[src/rtl/counter_seq.sv]
// Command-driven sequencer for a WIDTH-bit up-counter: accepts run commands over valid/ready,
// counts 0..limit at a prescaled rate, one-shot (done pulse) or continuous (wrap pulse).
module counter_seq #(
    parameter int unsigned WIDTH      = 5,
    parameter int unsigned PRESCALE_W = 8
) (
    input  logic                  clk,
    input  logic                  reset_n,
    input  logic                  cmd_valid,
    output logic                  cmd_ready,
    input  logic [WIDTH-1:0]      cmd_limit,
    input  logic [PRESCALE_W-1:0] cmd_prescale,
    input  logic                  cmd_mode,
    input  logic                  pause,
    input  logic                  abort,
    output logic [WIDTH-1:0]      count,
    output logic                  busy,
    output logic                  done,
    output logic                  wrap
);

    typedef enum logic [1:0] {
        StIdle,
        StRun,
        StDone
    } state_e;

    state_e                state_q, state_d;
    logic [WIDTH-1:0]      count_q, count_d;
    logic [WIDTH-1:0]      limit_q, limit_d;
    logic [PRESCALE_W-1:0] presc_q, presc_d;
    logic [PRESCALE_W-1:0] presc_cnt_q, presc_cnt_d;
    logic                  mode_q, mode_d;
    logic                  busy_q, busy_d;
    logic                  done_q, done_d;
    logic                  wrap_q, wrap_d;
    logic                  tick;
    logic                  terminal;

    // A tick is one prescaled step; pause suppresses it and freezes the prescaler.
    assign tick     = (state_q == StRun) && !pause && (presc_cnt_q == presc_q);
    assign terminal = (count_q == limit_q);

    always_comb begin
        state_d     = state_q;
        count_d     = count_q;
        limit_d     = limit_q;
        presc_d     = presc_q;
        presc_cnt_d = presc_cnt_q;
        mode_d      = mode_q;
        done_d      = 1'b0;
        wrap_d      = 1'b0;

        unique case (state_q)
            StIdle: begin
                if (cmd_valid) begin
                    limit_d     = cmd_limit;
                    presc_d     = cmd_prescale;
                    mode_d      = cmd_mode;
                    count_d     = '0;
                    presc_cnt_d = '0;
                    state_d     = StRun;
                end
            end
            StRun: begin
                if (abort) begin
                    count_d     = '0;
                    presc_cnt_d = '0;
                    state_d     = StIdle;
                end else if (pause) begin
                    count_d     = count_q;
                    presc_cnt_d = presc_cnt_q;
                end else if (tick) begin
                    presc_cnt_d = '0;
                    if (terminal) begin
                        count_d = '0;
                        if (mode_q) begin
                            wrap_d = 1'b1;
                        end else begin
                            done_d  = 1'b1;
                            state_d = StDone;
                        end
                    end else begin
                        count_d = count_q + 1'b1;
                    end
                end else begin
                    presc_cnt_d = presc_cnt_q + 1'b1;
                end
            end
            StDone: begin
                count_d = '0;
                state_d = StIdle;
            end
            default: begin
                count_d     = '0;
                presc_cnt_d = '0;
                state_d     = StIdle;
            end
        endcase

        busy_d = (state_d != StIdle);
    end

    always_ff @(posedge clk) begin
        if (!reset_n) begin
            state_q     <= StIdle;
            count_q     <= '0;
            limit_q     <= '0;
            presc_q     <= '0;
            presc_cnt_q <= '0;
            mode_q      <= 1'b0;
            busy_q      <= 1'b0;
            done_q      <= 1'b0;
            wrap_q      <= 1'b0;
        end else begin
            state_q     <= state_d;
            count_q     <= count_d;
            limit_q     <= limit_d;
            presc_q     <= presc_d;
            presc_cnt_q <= presc_cnt_d;
            mode_q      <= mode_d;
            busy_q      <= busy_d;
            done_q      <= done_d;
            wrap_q      <= wrap_d;
        end
    end

    assign cmd_ready = (state_q == StIdle);
    assign count     = count_q;
    assign busy      = busy_q;
    assign done      = done_q;
    assign wrap      = wrap_q;

endmodule

[config.mk]
export PLATFORM = sky130hd
export DESIGN_NAME = counter_seq
export DESIGN_NICKNAME = d
export VERILOG_FILES = /design/src/rtl/counter_seq.sv
export SDC_FILE = /design/constraint.sdc
export NUM_CORES = 1
export LEC_CHECK = 0
export ABC_AREA = 1
export CORE_MARGIN = 2
export CORE_UTILIZATION = 30
export DETAILED_ROUTE_END_ITERATION = 12
export PLACE_DENSITY = 0.64
export RECOVER_POWER = 100
export SLEW_MARGIN = 20
export SYNTH_ARGS = -nofsm -noshare
export SYNTH_HDL_FRONTEND = slang
export SYNTH_SLANG_ARGS = --single-unit
[constraint.sdc]
create_clock -name clk -period 1.2 [get_ports clk]
set_input_delay 0.18 -clock clk [delete_from_list [all_inputs] [get_ports clk]]
set_output_delay 0.18 -clock clk [all_outputs]
set_load 0.05 [all_outputs]
# After elaboration in Yosys (flattened, before gate mapping)
# Cells that the tools add are included.
# totals
register_bits	32
input_bits	19
output_inout_bits	9
# op_classes
addsub	2
n_eq_ne	7
n_mux	20
bitwise	5
n_reduce_logical	9
# ops
op	count
$mux 8	4
$mux 5	5
$pmux 8 s3	1
$mux 2	6
$pmux 5 s2	1
$add 8x1->8 const B	1
$eq 8x8->1	1
$ne 3x3->1 const B	2
$reduce_and 3->1	2
$reduce_or 6->1	1
$add 5x1->5 const B	1
$eq 5x5->1	1
$not 1->1	5
$pmux 2 s2	1
$eq 2x1->1 const B	1
$eq 2x2->1 const B	1
$logic_and 1x1->1	2
$logic_not 2->1	1
$mux 1	2
$ne 2x2->1 const B	1
$reduce_and 2->1	1
$reduce_bool 2->1	1
$logic_not 1->1	1

# Longest topological paths before layout
# Gate-level depths: netlist of the first run.
# logic_depth
word_depth	8
depth_mapped	12

# Worst setup path after synthesis of the first run
# No wires, ideal clock.
# synth_path
path_kind	register to register
startpoint	register state_q[1]
endpoint	register presc_cnt_q[3]
setup_ps	119
arrival_ps	1746
required_ps	1081
setup_slack_ps	-665
stages_incl_launch_ff	8
path_buffers	0
path_cell_list	dfxtp_1 > nor2_1 > nand2_1 > nand3_2 > inv_2 > nand2_1 > xor2_1 > nor2_1
# synth_via
word_cells_on_any_way	13
cone_classes	4 x eq/ne; 4 x mux; 1 x bitwise; 4 x reduce/logical
# synth_lines
item	line_no	text
start: declaration	28	state_e state_q, state_d;
start signal: assignment	106	state_q <= StIdle;
start signal: assignment	116	state_q <= state_d;
$logic_not 2->1 (*)	-	
via cmd_ready	10	output logic cmd_ready,
$ne 2x2->1 (no source line)	-	
$reduce_and 3->1 (no source line)	-	
end signal: assignment	120	presc_cnt_q <= presc_cnt_d;
end: declaration	32	logic [PRESCALE_W-1:0] presc_cnt_q, presc_cnt_d;
# Mark *: on every way through the listed nets, which the timed path passes. The rest lies on a longest branch. The select of a mux whose other input is x is not followed.
# A chain may end at the register's enable or synchronous reset.

# Worst setup path after layout of the first run
# layout_path
startpoint	register presc_cnt_q[7]
endpoint	register count_q[3] (netlist: count[3])
# layout_via
elab_chain_cells	4
# layout_rtl
item	line_no	text
$eq 8x8->1	41	assign tick = (state_q == StRun) && !pause && (presc_cnt_q == presc_q);
$logic_and 1x1->1	41	
$ne 3x3->1 (no source line)	-	
$reduce_and 3->1 (no source line)	-	
end signal: assignment	117	count_q <= count_d;
end: declaration	29	logic [WIDTH-1:0] count_q, count_d;
# No other way between the ends.

==> results_tabular.tex, run 1 <==
\begin{tabular}{lr}
\hline
Metric & Value \\
\hline
\multicolumn{2}{l}{\textbf{Logic synthesis}} \\
\quad Post-synthesis share of cell area spent on and, or, nand and nor gates & 0.3147 \\
\quad Portion of the post-synthesis area used by sequential elements & 0.3978 \\
\quad Cell type contributing the most total cell area after synthesis & dfxtp\_1 \\
\quad Post-synth top area share & 0.3978 \\
\quad Synthesized Nets & roughly 250 \\
\quad Yosys warning total & 0 \\
\quad Number of library cell types mapped by synthesis & 26 \\
\quad Adder-cell share of the synthesized area & 0.01554 \\
\quad Synth top area cells & dfxtp\_1 40\%, nor2\_1 9.6\%, nand2\_1 8.9\%, o21ai\_0 5.6\%, inv\_1 5.6\% \\
\quad Synthesized instance count & between 200 and 250 \\
\quad Synthesized-area fraction occupied by ao, oa, aoi and oai cells & 0.1026 \\
\quad Main combinational cell family by area after synthesis & simple AND/OR/NAND/NOR gates \\
\quad Average size of a mapped cell & slightly above 7 sq um \\
\quad XOR/XNOR Fraction of Synth Area & 0.08702 \\
\quad Multiplexer area fraction after synthesis & 0 \\
\quad Netlist area before placement & between 0.0015 and 0.002 sq mm \\
\quad Synth Register Bits & 32 \\
\multicolumn{2}{l}{\textbf{Critical path}} \\
\quad Launch point of the worst reg-to-reg path & presc\_cnt\_q[7]\$\_SDFFE\_PN0P\_ \\
\quad Worst-path cell chain & xnor2\_2 > nand3\_2 > nor2\_2 > nand2\_2 > nand2\_4 > buf\_6 > nand3\_2 > nand2\_2 > inv\_2 > nor2\_2 \\
\quad FF-to-FF End & count[3]\$\_SDFFE\_PN0P\_ \\
\quad Slowest-stage cell, CP & dfxtp\_1 \\
\quad Reg2reg setup slack & -0.14 ns \\
\quad Capture point of the worst path & count[3]\$\_SDFFE\_PN0P\_ \\
\quad Worst EP required & between 1 and 1.5 ns \\
\quad Category of the worst setup path capture point & flop \\
\quad Top fanout value on the critical path & 4 \\
\quad Source of the critical timing path & presc\_cnt\_q[7]\$\_SDFFE\_PN0P\_ \\
\quad Slowest stage delay, CP & $\sim$0.33 ns \\
\quad Endpoint arrival time on the critical path & between 1.5 and 2 ns \\
\quad Cell depth of the worst flop-to-flop path & 10 \\
\quad Startpoint type of the worst setup path & flop \\
\quad Type of the setup path with the least slack & flop to flop \\
\multicolumn{2}{l}{\textbf{Power and ir drop}} \\
\quad Sw Pwr & 0.0008026 W \\
\quad IR Drop Worst-Case VDD & $\sim$650 uV \\
\quad Static Leak & between 1 and 1.5 nW \\
\quad PnR Total Power & 0.002784 W \\
\quad Areal power density over the cells & around 1000 mW/mm\^{}2 \\
\quad Clock network fraction of design power & 0.332 \\
\quad Int Pwr & 0.001982 W \\
\quad Proportion of power drawn by combinational gates & 0.248 \\
\quad Part of the total power dissipated in sequential elements & 0.420 \\
\quad Net switching share of the total power & 0.2882 \\
\multicolumn{2}{l}{\textbf{Floorplanning}} \\
\quad Core Area & $\sim$0.0051 sq mm \\
\quad Initial standard-cell utilization of the core & 0.3133 \\
\quad FP Rows & 26 \\
\quad Die Wd & approximately 77 um \\
\quad Chip Height & 77.27 um \\
\quad I/O pin cnt & 28 \\
\quad Die Outline Area & approximately 0.0060 sq mm \\
\multicolumn{2}{l}{\textbf{Finish}} \\
\quad Area of the multi-input gates & 0.001056 sq mm \\
\quad Post-route cell area & about 0.0027 sq mm \\
\quad Number of filler instances in the final layout & 503 \\
\quad Share of final-layout standard cells stronger than drive strength 1 & 0.4448 \\
\quad Sequential Area & between 600 and 700 sq um \\
\quad Signed area change from the synthesized netlist to the final layout & 66.82\% \\
\quad Number of diodes & 0 \\
\quad Post-layout nets & 319 \\
\multicolumn{2}{l}{\textbf{Route}} \\
\quad Count of vias placed by the detailed router & $\sim$1700 \\
\quad DRT Wirelength & between 4000 and 5000 um \\
\quad First-pass iteration count of the detailed router & 4 \\
\quad Initial detailed-routing violation count & between 50 and 60 \\
\quad Vias per cell & around 4.5 \\
\quad Remaining DRCs & 0 \\
\quad Routed Antenna Nets & 0 \\
\quad Per-cell routed wire length & roughly 11 um \\
\multicolumn{2}{l}{\textbf{Outcome}} \\
\quad Run status & finished, violations left \\
\quad Failing checks & negative setup slack \\
\multicolumn{2}{l}{\textbf{Clock tree}} \\
\quad Latest clock arrival within the worst-skew pair & 0.28 ns \\
\quad Htree depth & 2 \\
\quad Number of sinks handled by clock tree synthesis & 32 \\
\quad Cts bufs inserted & 5 \\
\quad Clock tree from TritonCTS & done \\
\quad Buffer levels on the longest clock path & 2 \\
\quad Clock edge transition at the registers on the reported setup and hold paths & roughly 0.070 ns \\
\quad Root buffer cell & clkbuf\_8 \\
\quad Quantity of hold-fixing buffers added after cts & 0 \\
\multicolumn{2}{l}{\textbf{Global routing}} \\
\quad Sum of overflow across all layers after global routing & 0 \\
\quad First-pass GRT wire length & roughly 7100 um \\
\quad Number of antenna violations at the first check in global routing & 0 \\
\quad Number of global-route vias before repair & roughly 1600 \\
\quad Pin count of the biggest net entering global routing & 13 \\
\quad Overall track demand over capacity in global routing & 0.1493 \\
\multicolumn{2}{l}{\textbf{Timing}} \\
\quad Hold Fails Final Rpt & 0 \\
\quad Total Neg Setup Slack & -1.786 ns \\
\quad Unrepaired setup endpoints after global routing & yes \\
\quad Worst hold margin & about 0.42 ns \\
\quad Setup-failing EPs final & 29 \\
\quad Setup Skew & 0.009941 ns \\
\quad Shortest period the worst path allows & between 1 and 1.5 ns \\
\quad Setup ws final & -0.1361 ns \\
\quad Final cycle utilization of the critical path & 1.113 \\
\quad Final max-slew violation count & 0 \\
\quad Achievable frequency & about 0.75 GHz \\
\quad Worst slew margin relative to its limit & 0.8117 \\
\quad Actual transition at the worst max-transition pin & $\sim$0.28 ns \\
\multicolumn{2}{l}{\textbf{Hold path}} \\
\quad Hold Path Depth & 4 \\
\quad Hold WC Path Type & input port to flop \\
\multicolumn{2}{l}{\textbf{Place}} \\
\quad Routability cong. & 0.8661 \\
\quad Number of I/O port buffers & 27 \\
\quad Half-perimeter wire length after detailed placement & 3054 um \\
\quad Total placed instance area & between 0.002 and 0.0025 sq mm \\
\multicolumn{2}{l}{\textbf{Job}} \\
\quad Number of violations of the max-capacitance limit & 0 \\
\hline
\end{tabular}
area by class of cell:
type,instances,area share
well taps,70,0.03260
multi-input cells,163,0.3931
flip-flops and latches,32,0.2478
inverters,26,0.03773
repair buffers,70,0.2515
clock buffers,8,0.03726
worst max-delay path, delay by kind of cell (launching register included):
kind	cells	cell delay [ns]
xor gates and xnor gates	1	0.22
and+or+nand+nor	7	0.57
DFF	1	0.33
buffers and inverters	2	0.15
state kept, by name, indices dropped and copies added (netlist names):
signal       count
limit_q          5
presc_cnt_q      8
busy             1
wrap             1
count            5
mode_q           1
done             1
presc_q          8
state_q          2
power by group through the flow:
stage	combinational [W]	sequential (W)	clock, W
after floorplan	0.000284	0.00122	0
after global placement	0.000578	0.00118	0
after detailed placement	0.000585	0.00118	0
after global routing	0.000748	0.00118	0.000990
final	0.000691	0.00117	0.000924
after CTS	0.000662	0.00116	0.000941
cell families (layout without fill, tap and decap cells):
group           after synthesis  in the layout
flops                        32             32
compound gates               32             32
fa+ha+maj                     2              2
simple gates                113            113
buf+inv                      32            104
xor+xnor                     16             16
metal layers:
layer | GRT usage | part of all wire | wire length, um
met2 | 0.2591 | 0.47 | 2010
met3 | 0.03765 | 0.032 | 135
met4 | 0.05357 | 0.030 | 126
met1 | 0.1773 | 0.46 | 1962
met5 | 0 | 0 | 0
how the worst min path moves through the flow:
stage                                       start                       to  slack [ns]
after floorplan                           reset_n    state_q[0]$_SDFF_PN0_        0.32
after global placement    limit_q[2]$_SDFFE_PN0P_  limit_q[2]$_SDFFE_PN0P_        0.45
after detailed placement  limit_q[2]$_SDFFE_PN0P_  limit_q[2]$_SDFFE_PN0P_        0.46
after CTS                 limit_q[2]$_SDFFE_PN0P_  limit_q[2]$_SDFFE_PN0P_        0.46
after global routing                    cmd_valid    state_q[0]$_SDFF_PN0_        0.44
final                                   cmd_valid  limit_q[3]$_SDFFE_PN0P_        0.42
per-stage QoR:
stage	setup WS (ns)	instances	utilization
after floorplan	-0.09348	227	-
after global placement	-0.3264	359	0.4628
after detailed placement	-0.3717	359	0.4628
after CTS	-0.1518	369	0.5144
after global routing	-0.2397	369	0.5226
final	-0.1361	369	0.5226
synth_stat cells (all sizes together):
library cell and number:
or2 1, o2111ai 1, buf 3, nor3 1
and3 2, dfxtp 32, inv 26, xnor2 6
clkbuf 3, ha 2, nand2 40, and2 2
a21oi 12, nor2 46, nand3 19, o22ai 1
nand3b 2, xor2 10, o21ai 18
timing repair:
action | 4_1_cts | 5_1_grt
gates cloned | 1 | 0
gates resized for setup | 54 | 32
setup endpoints to repair | 32 | 32
pin swaps | 12 | 12
buffers inserted | 1 | 0
layout by cell type, fill, tap and decap left out, types with 6 or more instances in the layout:
cell	synthesis	routed
nor2_2	4	8
a21oi_1	12	12
dfxtp_2	0	11
nor2_1	41	34
dfxtp_1	32	18
buf_6	1	6
clkbuf_8	0	7
nand2_2	2	9
buf_12	0	6
o21ai_2	0	14
buf_4	1	34
clkdlybuf4s50_1	0	17
nand3_1	16	9
inv_1	24	21
nand2_1	38	27
nand3_2	3	9
xor2_1	10	10
No activity file was read; power rests on OpenSTA's default activity.
==> inputs of run 2 (changes only) <==
--- a/config.mk
+++ b/config.mk
@@ -8,6 +8,7 @@
 export ABC_AREA = 1
 export CORE_MARGIN = 2
 export CORE_UTILIZATION = 30
+export CTS_CLUSTER_DIAMETER = 50
 export DETAILED_ROUTE_END_ITERATION = 12
 export PLACE_DENSITY = 0.64
 export RECOVER_POWER = 100
==> results of run 2 <==
Same layout as run 1: the final DEF is identical, and so are final timing and power.
==> inputs of run 3 (changes only) <==
--- a/config.mk
+++ b/config.mk
@@ -6,7 +6,7 @@
 export NUM_CORES = 1
 export LEC_CHECK = 0
 export ABC_AREA = 1
-export CORE_MARGIN = 2
+export CORE_MARGIN = 1
 export CORE_UTILIZATION = 30
 export CTS_CLUSTER_DIAMETER = 50
 export DETAILED_ROUTE_END_ITERATION = 12
==> results_tabular.tex, run 3 (synthesis gave the netlist of run 1 again) <==
\begin{tabular}{lr}
\hline
Metric & Value \\
\hline
\multicolumn{2}{l}{\textbf{Critical path}} \\
\quad Endpoint arrival time on the critical path & 1.61 ns (+0.06 ns) \\
\quad Worst-path cell chain & xnor2\_1 > nand2\_1 > nor2\_2 > nand2\_2 > nand2\_4 > buf\_6 > nand3\_2 > nand2\_1 > inv\_1 > nor2\_2 \\
\quad Type of the setup path with the least slack & flop to flop \\
\quad Worst EP required & 1.41 ns (about the same) \\
\quad Slowest stage delay, CP & 0.40 ns (+0.07 ns) \\
\quad Bufs and invs on worst path & 2 (unchanged) \\
\quad Startpoint type of the worst setup path & flop \\
\quad Slowest-stage cell, CP & dfxtp\_1 \\
\quad CP top delay family & simple AND/OR/NAND/NOR gates \\
\quad Reg2reg setup slack & -0.19 ns (-0.06 ns) \\
\quad Category of the worst setup path capture point & flop \\
\quad Top fanout value on the critical path & 7 (+3) \\
\multicolumn{2}{l}{\textbf{Place}} \\
\quad Number of I/O port buffers & 27 (unchanged) \\
\quad Routability cong. & 0.8144 (-6.0\%) \\
\quad Half-perimeter wire length after detailed placement & 3005 um (-1.6\%) \\
\quad Number of placed instances with taps included & 366 (+1.9\%) \\
\multicolumn{2}{l}{\textbf{Finish}} \\
\quad Number of filler instances in the final layout & 533 (+6.0\%) \\
\quad Leading cell type in the layout, fill and taps excluded & buf\_4 \\
\quad Share of final-layout standard cells stronger than drive strength 1 & 0.4345 (-0.01031) \\
\quad Final cell utilization of the core & 0.5290 (+0.006329) \\
\quad Number of non-filler instances in the completed layout & 383 (+3.8\%) \\
\quad Signed area change from the synthesized netlist to the final layout & 68.84\% \\
\quad Largest registers & presc\_cnt\_q (8), presc\_q (8) \\
\quad Post-layout nets & 333 (+4.4\%) \\
\quad Number of diodes & 0 (unchanged) \\
\quad Most used cells in the layout excluding fill and tap cells & 47 x buf\_4, 35 x nor2\_1, 24 x nand2\_1 \\
\multicolumn{2}{l}{\textbf{Floorplanning}} \\
\quad Chip Height & 75.27 um (-2.6\%) \\
\quad FP Rows & 26 (unchanged) \\
\quad I/O pin cnt & 28 (unchanged) \\
\quad Die Outline Area & 0.005665 sq mm (-5.1\%) \\
\quad Initial standard-cell utilization of the core & 0.3133 (unchanged) \\
\quad Core Area & 0.005140 sq mm (unchanged) \\
\quad Die Wd & 75.27 um (-2.6\%) \\
\multicolumn{2}{l}{\textbf{Timing}} \\
\quad Final cycle utilization of the critical path & 1.162 (+0.04880) \\
\quad Setup-failing EPs final & 18 (-38\%) \\
\quad Worst slew margin relative to its limit & 0.8110 (about the same) \\
\quad Hold Fails Final Rpt & 0 (unchanged) \\
\quad Shortest period the worst path allows & 1.395 ns (+0.05856 ns) \\
\quad Setup ws final & -0.1946 ns (-0.05856 ns) \\
\quad Actual transition at the worst max-transition pin & 0.2847 ns (+0.001048 ns) \\
\quad Final max-slew violation count & 0 (unchanged) \\
\quad Unrepaired setup endpoints after global routing & yes \\
\quad Achievable frequency & 0.7170 GHz (-4.2\%) \\
\quad Setup Skew & 0.006265 ns (-0.003676 ns) \\
\multicolumn{2}{l}{\textbf{Global routing}} \\
\quad Overall track demand over capacity in global routing & 0.1740 (+0.02465) \\
\quad First-pass GRT wire length & 7355 um (+3.6\%) \\
\quad GRT busiest layer & met2 \\
\quad Met3 GRT Util & 0.03882 (+0.001175) \\
\quad Global routing met2 resource utilization & 0.3093 (+0.05018) \\
\quad Number of global-route vias before repair & 1730 (+5.6\%) \\
\quad Sum of overflow across all layers after global routing & 0 (unchanged) \\
\quad Pin count of the biggest net entering global routing & 22 (+9) \\
\quad Number of antenna violations at the first check in global routing & 0 (unchanged) \\
\quad M1 GR Usage & 0.2051 (+0.02779) \\
\multicolumn{2}{l}{\textbf{Clock tree}} \\
\quad Clock tree from TritonCTS & done \\
\quad Root buffer cell & clkbuf\_8 \\
\quad Htree depth & 2 (unchanged) \\
\quad Quantity of hold-fixing buffers added after cts & 0 (unchanged) \\
\quad Buffer levels on the longest clock path & 2 (unchanged) \\
\quad Latest clock arrival within the worst-skew pair & 0.28 ns (about the same) \\
\quad Clock edge transition at the registers on the reported setup and hold paths & 0.07 ns (about the same) \\
\quad Cts bufs inserted & 5 (unchanged) \\
\quad Number of sinks handled by clock tree synthesis & 32 (unchanged) \\
\multicolumn{2}{l}{\textbf{Job}} \\
\quad Number of violations of the max-capacitance limit & 0 (unchanged) \\
\multicolumn{2}{l}{\textbf{Route}} \\
\quad Initial detailed-routing violation count & 43 (-20\%) \\
\quad Count of vias placed by the detailed router & 1703 (+3.2\%) \\
\quad Routed Antenna Nets & 0 (unchanged) \\
\quad Remaining DRCs & 0 (unchanged) \\
\quad Vias per cell & 4.446 (-0.56\%) \\
\quad Per-cell routed wire length & 11.56 um (+0.76\%) \\
\quad DRT Wirelength & 4428 um (+4.6\%) \\
\quad First-pass iteration count of the detailed router & 4 (unchanged) \\
\multicolumn{2}{l}{\textbf{Hold path}} \\
\quad Hold WC Path Type & flop to flop \\
\multicolumn{2}{l}{\textbf{Outcome}} \\
\quad Run status & finished, violations left \\
\quad Failing checks & negative setup slack \\
\multicolumn{2}{l}{\textbf{Power and ir drop}} \\
\quad Areal power density over the cells & 976.8 mW/mm\^{}2 (-5.8\%) \\
\quad IR Drop Worst-Case VDD & 515.7 uV (-20\%) \\
\quad Static Leak & 1.192 nW (+3.0\%) \\
\hline
\end{tabular}
==> run 3: cell types whose count changed in the layout (fill, tap and decap cells not counted), moves of 4 or more <==
cell	previous run	this run
o21ai_2	14	0
buf_4	34	47
a21oi_2	0	4
nand2_2	9	13
a21oi_1	12	8
o21ai_1	2	15
==> run 3: per-layer routing <==
layer / part of all wire / wire length, um / up-vias
met4: 0.016 / 70 / 0
met3: 0.037 / 164 / 7
li1: - / - / 886
met2: 0.50 / 2222 / 29
met5: 0 / 0 / -
met1: 0.44 / 1970 / 781
==> run 3: timing repair <==
| action | in CTS | in global routing |
|---|---|---|
| setup endpoints to repair | 21 | 31 |
| setup buffers | 7 | 1 |
| resized for setup | 34 | 35 |
| gates cloned | 0 | 1 |
| pin swaps | 13 | 22 |
==> run 3: worst paths after layout <==
check	startpoint	to	cells past startpoint
min reg2reg	limit_q[2]$_SDFFE_PN0P_	limit_q[2]$_SDFFE_PN0P_	2
max	presc_cnt_q[2]$_SDFFE_PN0P_	count[4]$_SDFFE_PN0P_	10
max reg2reg	presc_cnt_q[2]$_SDFFE_PN0P_	count[4]$_SDFFE_PN0P_	10
min	limit_q[2]$_SDFFE_PN0P_	limit_q[2]$_SDFFE_PN0P_	2
==> run 3: cell type report <==
| cell class | count | area, sq um | share of cell area |
|---|---|---|---|
| multi-input cells | 163 | 993.5 | 0.3654 |
| clock buffers | 7 | 76.32 | 0.02807 |
| flip-flops and latches | 32 | 665.6 | 0.2448 |
| repair buffers | 84 | 792.0 | 0.2913 |
| inverters | 26 | 100.1 | 0.03682 |
| well taps | 70 | 87.58 | 0.03221 |
| clock inverters | 1 | 3.754 | 0.001381 |
==> run 3: worst register-to-register path, cell delays in order (launching register included) <==
cell and delay [ns]:
dfxtp_1 0.40, xnor2_1 0.16, nand2_1 0.10, nor2_2 0.12
nand2_2 0.08, nand2_4 0.11, buf_6 0.13, nand3_2 0.05
nand2_1 0.06, inv_1 0.05, nor2_2 0.07
==> run 3: per-stage QoR <==
| stage | area (sq um) | power [W] | hold WS (ns) | setup TNS [ns] | setup WS (ns) |
|---|---|---|---|---|---|
| after global routing | 2719 | 0.002794 | 0.5017 | -4.392 | -0.3161 |
| final | 2719 | 0.002656 | 0.4693 | -2.356 | -0.1946 |
| after detailed placement | 2469 | 0.001807 | 0.4604 | -6.318 | -0.4007 |
| after floorplan | 1659 | 0.001501 | 0.3238 | -1.872 | -0.09348 |
| after CTS | 2699 | 0.002650 | 0.4716 | -1.992 | -0.1481 |
| after global placement | 2469 | 0.001801 | 0.4507 | -6.029 | -0.3680 |
==> run 3: power breakdown <==
| group | internal [W] | switching [W] | total, W | leakage, nW |
|---|---|---|---|---|
| clock network | 0.000403 | 0.000370 | 0.000773 | 0.0399 |
| registers | 0.00112 | 0.0000455 | 0.00117 | 0.269 |
| logic | 0.000366 | 0.000351 | 0.000717 | 0.883 |
| total | 0.00189 | 0.000767 | 0.00266 | 1.19 |
